File: src/rtl/counter_pkg.sv
// Shared types for the mode_counter family: operating modes and one-shot FSM states.
package counter_pkg;

  typedef enum logic [1:0] {
    MODE_FREE    = 2'd0,
    MODE_ONESHOT = 2'd1,
    MODE_HOLD    = 2'd2
  } mode_e;

  typedef enum logic [1:0] {
    ST_IDLE = 2'd0,
    ST_RUN  = 2'd1,
    ST_DONE = 2'd2
  } state_e;

endpackage

File: src/rtl/counter_prescaler.sv
// Divides the count enable: tick is high on every PRESCALE-th cycle that en is high.
// clr restarts the period; used by mode_counter only when COUNTER_PRESCALE_EN is defined.
module counter_prescaler #(
  parameter int unsigned PRESCALE = 4
) (
  input  logic clk,
  input  logic rst,
  input  logic clr,
  input  logic en,
  output logic tick
);

  localparam int unsigned CW = $clog2(PRESCALE) + 1;
  localparam logic [CW-1:0] LAST = CW'(PRESCALE - 1);
  localparam logic [CW-1:0] ONE  = CW'(1);

  logic [CW-1:0] cnt_q;
  logic [CW-1:0] cnt_d;

  // Period counter advances only on enabled cycles.
  always_comb begin
    tick  = en & (cnt_q == LAST);
    cnt_d = cnt_q;
    if (clr) begin
      cnt_d = {CW{1'b0}};
    end else if (en) begin
      cnt_d = tick ? {CW{1'b0}} : cnt_q + ONE;
    end else begin
      cnt_d = cnt_q;
    end
  end

  // Period counter register.
  always_ff @(posedge clk) begin
    if (rst) begin
      cnt_q <= {CW{1'b0}};
    end else begin
      cnt_q <= cnt_d;
    end
  end

endmodule

File: src/rtl/mode_counter.sv
// Up/down modulus counter with free-running, one-shot and hold modes and a tc pulse.
// Define COUNTER_PRESCALE_EN to slow the count step to once per PRESCALE enabled cycles.
module mode_counter
  import counter_pkg::*;
#(
  parameter int unsigned WIDTH    = 8,
  parameter int unsigned MAX_VAL  = 2**WIDTH-1,
  parameter int unsigned PRESCALE = 4
) (
  input  logic             clk,
  input  logic             rst,
  input  logic             en,
  input  logic             up_dn,
  input  logic [1:0]       mode,
  input  logic             start,
  input  logic             ld,
  input  logic [WIDTH-1:0] v,
  output logic [WIDTH-1:0] count,
  output logic             tc,
  output logic             busy
);

  if (64'(MAX_VAL) > ((64'd1 << WIDTH) - 64'd1)) begin : g_bad_max
    $error("mode_counter: MAX_VAL does not fit in WIDTH bits");
  end
  if (PRESCALE < 1) begin : g_bad_prescale
    $error("mode_counter: PRESCALE must be at least 1");
  end

  localparam logic [WIDTH-1:0] MAX_W  = WIDTH'(MAX_VAL);
  localparam logic [WIDTH-1:0] ZERO_W = {WIDTH{1'b0}};
  localparam logic [WIDTH-1:0] ONE_W  = WIDTH'(1);

  logic [WIDTH-1:0] count_q, count_d;
  logic             tc_q, tc_d;
  state_e           state_q, state_d;
  logic             tick_s;
  logic             step_s;
  logic             at_term_s;
  logic             is_os_s;
  logic             is_free_s;

`ifdef COUNTER_PRESCALE_EN
  logic prescale_clr_s;
  assign prescale_clr_s = ld | start;

  counter_prescaler #(
    .PRESCALE(PRESCALE)
  ) u_prescaler (
    .clk  (clk),
    .rst  (rst),
    .clr  (prescale_clr_s),
    .en   (en),
    .tick (tick_s)
  );
`else
  assign tick_s = 1'b1;
`endif

  // Next-state decode: ld beats start beats step; modes 2 and 3 both freeze.
  always_comb begin
    is_free_s = (mode == MODE_FREE);
    is_os_s   = (mode == MODE_ONESHOT);
    at_term_s = up_dn ? (count_q == MAX_W) : (count_q == ZERO_W);
    step_s    = en & tick_s & (is_free_s | (is_os_s & (state_q == ST_RUN)));
    count_d   = count_q;
    tc_d      = 1'b0;
    if (is_os_s) begin
      state_d = state_q;
    end else begin
      state_d = ST_IDLE;
    end
    if (ld) begin
      count_d = (v > MAX_W) ? MAX_W : v;
    end else if (is_os_s && start) begin
      state_d = ST_RUN;
      count_d = up_dn ? ZERO_W : MAX_W;
    end else if (step_s) begin
      if (!at_term_s) begin
        count_d = up_dn ? count_q + ONE_W : count_q - ONE_W;
      end else if (is_os_s) begin
        // One-shot parks on the terminal value instead of wrapping.
        state_d = ST_DONE;
        count_d = count_q;
        tc_d    = 1'b1;
      end else begin
        count_d = up_dn ? ZERO_W : MAX_W;
        tc_d    = 1'b1;
      end
    end else begin
      count_d = count_q;
    end
  end

  // Count, terminal pulse and FSM registers.
  always_ff @(posedge clk) begin
    if (rst) begin
      count_q <= ZERO_W;
      tc_q    <= 1'b0;
      state_q <= ST_IDLE;
    end else begin
      count_q <= count_d;
      tc_q    <= tc_d;
      state_q <= state_d;
    end
  end

  assign count = count_q;
  assign tc    = tc_q;
  assign busy  = (state_q == ST_RUN);

endmodule

File: config.mk
export PLATFORM = sky130hd
export DESIGN_NAME = mode_counter
export DESIGN_NICKNAME = d
export VERILOG_FILES = /design/src/rtl/counter_pkg.sv /design/src/rtl/counter_prescaler.sv /design/src/rtl/mode_counter.sv
export SDC_FILE = /design/constraint.sdc
export NUM_CORES = 1
export LEC_CHECK = 0
export CORE_MARGIN = 3
export CORE_UTILIZATION = 53
export DETAILED_ROUTE_END_ITERATION = 7
export DONT_BUFFER_PORTS = 1
export HOLD_SLACK_MARGIN = 0.02
export PLACE_DENSITY = 0.7
export SLEW_MARGIN = 15
export SYNTH_ARGS = -nofsm -noshare
export SYNTH_HDL_FRONTEND = slang
export SYNTH_SLANG_ARGS = --single-unit
File: constraint.sdc
create_clock -name clk -period 4.4 [get_ports clk]
set_input_delay 0.22 -clock clk [delete_from_list [all_inputs] [get_ports clk]]
set_output_delay 0.22 -clock clk [all_outputs]
set_load 0.1 [all_outputs]
==> out/metrics.cfg, run 1 <==
[status]
status=finished clean

[timing]
skew_ps=4.44
hold_viol=0
worstMarginPinSlew_ps=1140
slew_headroom_pct=23.6
slew_viol_final=0
tns_ps=0
rsz0062_at_grt=no
period_needed_ps=2520
final-setup-viol-count=0
period_share_pct=57.4
clock.fmax_mhz=396

[global_routing]
grt_start_max_net_pins=16
grt_pass1_vias=973
grt_pass1_wl_mm=4.37
grt_overflow_total=0
antenna_found_initial=0
grt_util_all_layers_pct=23.0

[cts]
cts.path.max_buffers=2
cts_root_buf=clkbuf_4
clk_latency_ps=280
clk_pin_slew_ps=80
cts_resized=0
cts_tree=done
cts.sinks=11
post_cts_buffers=0
cts_max_level=1
numCtsBuffers=3
hold_buffers=1

[critical_path]
critPathSlowestCell=dfxtp_1
cp.required_ps=4570
path_max_fanout=7
cp_cell_sequence=nand3_1 -> nor3_1 -> o21ai_0 -> o21ai_0 -> a21boi_1
critical-path-top-delay-family=flip-flops
endpoint_kind=register
worstSetupStartpointType=register
cpPeakStageDelay_ps=1090
cp.arrival_ps=2700
cp_num_buf_inv=0
cpMostUsedCell=o21ai_0
worstSetupPathType=reg2reg

[cells_and_area]
layout_commonest_cell=nor2_1
finalInstanceArea_sq_um=1090
n_antenna_cell=0
final_cell_mix=nor2_1, nor3_1, dfxtp_1
fillerInstances=173
final_net_count=160
drive_above_1_share_pct=12.5
area_growth_pct=9.01

[place]
dp_hpwl_mm=1.88
dpl_cell_area_sq_um=1050
place.gp.congestion=0.809
io_buffers=0

[power_and_ir_drop]
p_comb_share_pct=44.9
swShare_pct=46.3
p_int_uw=201
p_switching_uw=173
power_density_nw_per_um2=343
clock_power_share_pct=19.9
p_leak_uw=0.000475
p_seq_share_pct=35.2
vdd_drop_max_uv=227

[detailed_routing]
firstDrtPassIters=4
drt-total-wl_mm=2.39
vias=970
wl_per_cell_um=14.8
drc=0
drtIter0Drc=20
ant_nets=0
viasPerCell=6.02

[synthesis]
synth.avg_cell_area_sq_um=7.75
synth-edff-count=0
synth.distinct_cells=38
syn-cell-area_sq_um=1000
yosysWarnings=0
synthFlopType=dfxtp_1
synth_cells=129
synth_nets=152
async_flop_share_pct=0
ys_seq_elements=11
synth_seq_area_share_pct=22.0

[floorplan]
die_h_um=49.4
die_area_sq_um=2440
io_pins=26
fp-row-count=15
initial_utilization_pct=57.3
fp.coreArea_sq_um=1750
fp.dieW_um=49.4

[min_path]
worst_hold_path_type=in2reg

[run]
drv_cap=0

per-stage QoR:
stage | setup slack (ps) | power, uW | hold WS [ps] | utilization, % | cells
5_1_grt | 1690 | 400 | 112 | 62.4 | 161
3_5_place_dp | 1960 | 300 | 292 | 60.4 | 156
3_3_place_gp | 1970 | 298 | 293 | 60.4 | 156
6_report | 1880 | 374 | 128 | 62.4 | 161
4_1_cts | 1940 | 374 | 130 | 62.4 | 161
2_1_floorplan | 1640 | 274 | 433 | - | 129
worst paths after layout:
check	start	depth (start not counted)	to	slack, ps
hold reg to reg	state_q[0]$_SDFF_PP0_	2	state_q[0]$_SDFF_PP0_	480
setup / recovery	count[0]$_SDFFE_PP0P_	5	state_q[0]$_SDFF_PP0_	1880
hold / removal	rst	2	count[7]$_SDFFE_PP0P_	130
setup reg to reg	count[0]$_SDFFE_PP0P_	5	state_q[0]$_SDFF_PP0_	1880
routing by layer:
metal	up-vias	global-route usage (%)	part of all wire (%)
li1	494	-	-
met3	5	3.98	4.6
met5	-	0	0
met2	18	37.9	48
met1	453	28.2	45
met4	0	12.4	2.1
cell type report:
cell class | count | area [sq um] | area share (%)
Clock buffer | 4 | 26.3 | 2.41
Multi-Input combinational cell | 103 | 712 | 65.3
Timing Repair Buffer | 8 | 62.6 | 5.74
Inverter | 10 | 37.5 | 3.44
Tap cell | 25 | 31.3 | 2.87
Sequential cell | 11 | 220 | 20.2
synthesized netlist by cell type, types with 2 or more instances:
cell	n	area (sq um)
nor2_1	13	48.8
nor3_1	12	60.1
dfxtp_1	11	220
inv_1	10	37.5
nand2_1	8	30.0
o21ai_0	7	35.0
ha_1	6	75.1
a211oi_1	5	37.5
a221oi_1	5	43.8
a22oi_1	5	37.5
nand3_1	4	20.0
a21oi_1	3	15.0
buf_4	3	22.5
nor2b_1	3	18.8
o21bai_1	3	22.5
xor2_1	3	26.3
buf_2	2	10.0
mux2i_1	2	20.0
nand2b_1	2	12.5
o211a_1	2	20.0
o31a_1	2	17.5
or2b_1	2	15.0
power groups by stage:
stage | registers [uW] | clock network [uW] | logic [uW]
2_1_floorplan | 179 | 0 | 94.9
3_3_place_gp | 134 | 0 | 164
3_5_place_dp | 134 | 0 | 166
4_1_cts | 132 | 73.9 | 168
5_1_grt | 133 | 81.3 | 186
6_report | 132 | 74.2 | 168
worst register-to-register path, cell delays in order, from the launching register on:
cell and delay (ps):
dfxtp_1 1090, nand3_1 200, nor3_1 580, o21ai_0 270
o21ai_0 200, a21boi_1 80
sequential cells by signal, summed over array words and instances, names as in the netlist:
register / count
tc: 1
count: 8
state_q: 2
cells by family (layout without fill, tap and decap cells):
kind of cell / after synthesis / after routing / share of synthesized area (%)
AOI/OAI and AO/OA: 39 / 39 / 29.5
adders and majority gates: 7 / 7 / 9.51
muxes: 2 / 2 / 2.00
and+or+nand+nor: 51 / 51 / 26.4
xor gates and xnor gates: 4 / 4 / 3.51
buffers and inverters: 15 / 22 / 7.01
DFF: 11 / 11 / 22.0
Power figures use the tool's default switching activity.
==> inputs of run 2 (changes only) <==
- clock period: 4.4 -> 2.5 ns (I/O delays scaled with it)
==> run 2 against run 1 <==
Against the previous run:
- final cell count is 1.9% higher
- utilization rose by 1.3 points
- global-route usage is 1.3 points lower
- clock-buffer cell count did not move
- fmax grew 21%
- die area unchanged
- sequential power is 61% higher
- critical path depth unchanged
- total power rose by 75%
- register-to-register slack worse by 1500 ps
- critical endpoint is now count[2]$_SDFFE_PP0P_
- largest power group unchanged
- highest routed layer unchanged
==> out/metrics.cfg, run 2 (same netlist as run 1, synthesis figures left out) <==
[timing]
clock.fmax_mhz=478  ; was 396 MHz
tns_ps=0  ; unchanged
skew_ps=5.02  ; was 4.44 ps
slew_viol_final=0  ; unchanged
fin_ws_ps=407  ; was 1880 ps
rsz0062_at_grt=no  ; unchanged
worstMarginPinSlew_ps=927  ; was 1140 ps
slew_headroom_pct=38.1  ; was 23.6%
final-setup-viol-count=0  ; unchanged
period_needed_ps=2090  ; was 2520 ps
period_share_pct=83.7  ; was 57.4%
hold_viol=0  ; unchanged
whs_ps=46.2  ; was 128 ps

[cells_and_area]
final_net_count=163  ; was 160
area_growth_pct=11.3  ; was 9.01%
n_antenna_cell=0  ; unchanged
final_cell_mix=nor2_1, nor3_1, dfxtp_1  ; unchanged
drive_above_1_share_pct=14.4  ; was 12.5%
largest_reg_flops=8  ; unchanged
layout_commonest_cell=nor2_1  ; unchanged

[power_and_ir_drop]
power_density_nw_per_um2=589  ; was 343 nW/um^2
p_leak_uw=0.000491  ; was 0.000475 uW
clock_power_share_pct=18.4  ; was 19.9%
p_int_uw=358  ; was 201 uW
vdd_drop_max_uv=394  ; was 227 uV
p_seq_share_pct=32.3  ; was 35.2%
p_comb_share_pct=49.3  ; was 44.9%
swShare_pct=45.4  ; was 46.3%
power.total_uw=655  ; was 374 uW
p_switching_uw=297  ; was 173 uW

[cts]
cts_root_buf=clkbuf_4  ; unchanged
cts.sinks=11  ; unchanged
clk_pin_slew_ps=70  ; was 80 ps
cts_max_level=1  ; unchanged
numCtsBuffers=3  ; unchanged
clk_latency_ps=260  ; was 280 ps
cts.path.max_buffers=2  ; unchanged
cts_tree=done  ; unchanged

[critical_path]
worstSetupPathType=reg2reg  ; unchanged
worstSetupStartpoint=count[3]$_SDFFE_PP0P_  ; was count[0]$_SDFFE_PP0P_
r2r_start=count[3]$_SDFFE_PP0P_  ; was count[0]$_SDFFE_PP0P_
path_max_fanout=5  ; was 7
endpoint_kind=register  ; unchanged
rr_endpoint=count[2]$_SDFFE_PP0P_  ; was state_q[0]$_SDFF_PP0_
r2r_slack_ps=410  ; was 1880 ps
endpoint=count[2]$_SDFFE_PP0P_  ; was state_q[0]$_SDFF_PP0_
cp.arrival_ps=2250  ; was 2700 ps
rr_worst_depth=5  ; unchanged
worstSetupStartpointType=register  ; unchanged
cp.required_ps=2650  ; was 4570 ps

[place]
place.gp.congestion=0.851  ; was 0.809
dp_hpwl_mm=1.96  ; was 1.88 mm
post-place-ws_ps=438  ; was 1960 ps
io_buffers=0  ; unchanged

[detailed_routing]
drt-total-wl_mm=2.45  ; was 2.39 mm
drtIter0Drc=20  ; unchanged
firstDrtPassIters=4  ; unchanged
wl_per_cell_um=14.9  ; was 14.8 um
drc=0  ; unchanged
viasPerCell=6.16  ; was 6.02
ant_nets=0  ; unchanged
vias=1011  ; was 970

[floorplan]
fp-row-count=15  ; unchanged
die_area_sq_um=2440  ; unchanged
die_h_um=49.4  ; unchanged
initial_utilization_pct=57.3  ; unchanged
io_pins=26  ; unchanged
fp.coreArea_sq_um=1750  ; unchanged
fp.dieW_um=49.4  ; unchanged

[run]
drv_cap=0  ; unchanged

[global_routing]
antenna_found_initial=0  ; unchanged
grt_pass1_vias=959  ; was 973
grt_util_all_layers_pct=21.7  ; was 23.0%
grt_pass1_wl_mm=4.24  ; was 4.37 mm
grt_start_max_net_pins=16  ; unchanged
grt_overflow_total=0  ; unchanged

[min_path]
worst_hold_path_type=in2reg  ; unchanged
min-delay-start=rst  ; unchanged

[status]
status=finished clean  ; unchanged

## run 2: timing repair
| item | in CTS | in global routing |
|---|---|---|
| endpoints found under the hold margin | 7 | 0 |
| resized for setup | 0 | 0 |
| setup buffers | 0 | 0 |
| hold buffers | 1 | 0 |
## run 2: final cells by class
| type | count | area (sq um) |
|---|---|---|
| clock buffer | 4 | 26.3 |
| fill | 167 | 633 |
| inverter | 10 | 37.5 |
| multi-input combinational | 103 | 712 |
| sequential | 11 | 220 |
| tap | 25 | 31.3 |
| timing repair buffer | 11 | 85.1 |
## run 2: through the flow
step	util [%]	instance area (sq um)	std cells
6_report	63.7	1110	164
5_1_grt	63.7	1110	164
4_1_cts	63.7	1110	164
3_5_place_dp	61.6	1080	159
3_3_place_gp	61.6	1080	159
2_1_floorplan	-	1000	129
## run 2: worst min path at each step
stage | end | slack [ps] | depth (start not counted)
floorplan | state_q[0]$_SDFF_PP0_ | 340 | 2
global placement | count[6]$_SDFFE_PP0P_ | 190 | 1
detailed placement | count[6]$_SDFFE_PP0P_ | 190 | 1
CTS | state_q[1]$_SDFF_PP0_ | 50 | 2
global route | count[5]$_SDFFE_PP0P_ | 50 | 2
finish | state_q[1]$_SDFF_PP0_ | 50 | 2
## run 2: worst max-delay path, cell delays in order, from the launching register on
cell,delay [ps]
dfxtp_1,360
or4_4,540
or4b_4,540
o21ai_0,120
a22oi_1,100
a221oi_1,320
## run 2: power groups by stage
stage / Sequential, uW / Clock, uW / Combinational [uW]
2_1_floorplan: 315 / 0 / 167
3_3_place_gp: 214 / 0 / 314
3_5_place_dp: 215 / 0 / 319
4_1_cts: 211 / 122 / 322
5_1_grt: 214 / 132 / 350
6_report: 212 / 120 / 323
## run 2: layer usage
metal | wire length, um | GRT usage (%) | vias to the layer above
met5 | 0 | 0 | -
met4 | 24 | 7.83 | 0
met3 | 141 | 3.06 | 4
met2 | 1140 | 37.1 | 32
met1 | 1140 | 27.5 | 474
li1 | - | - | 501
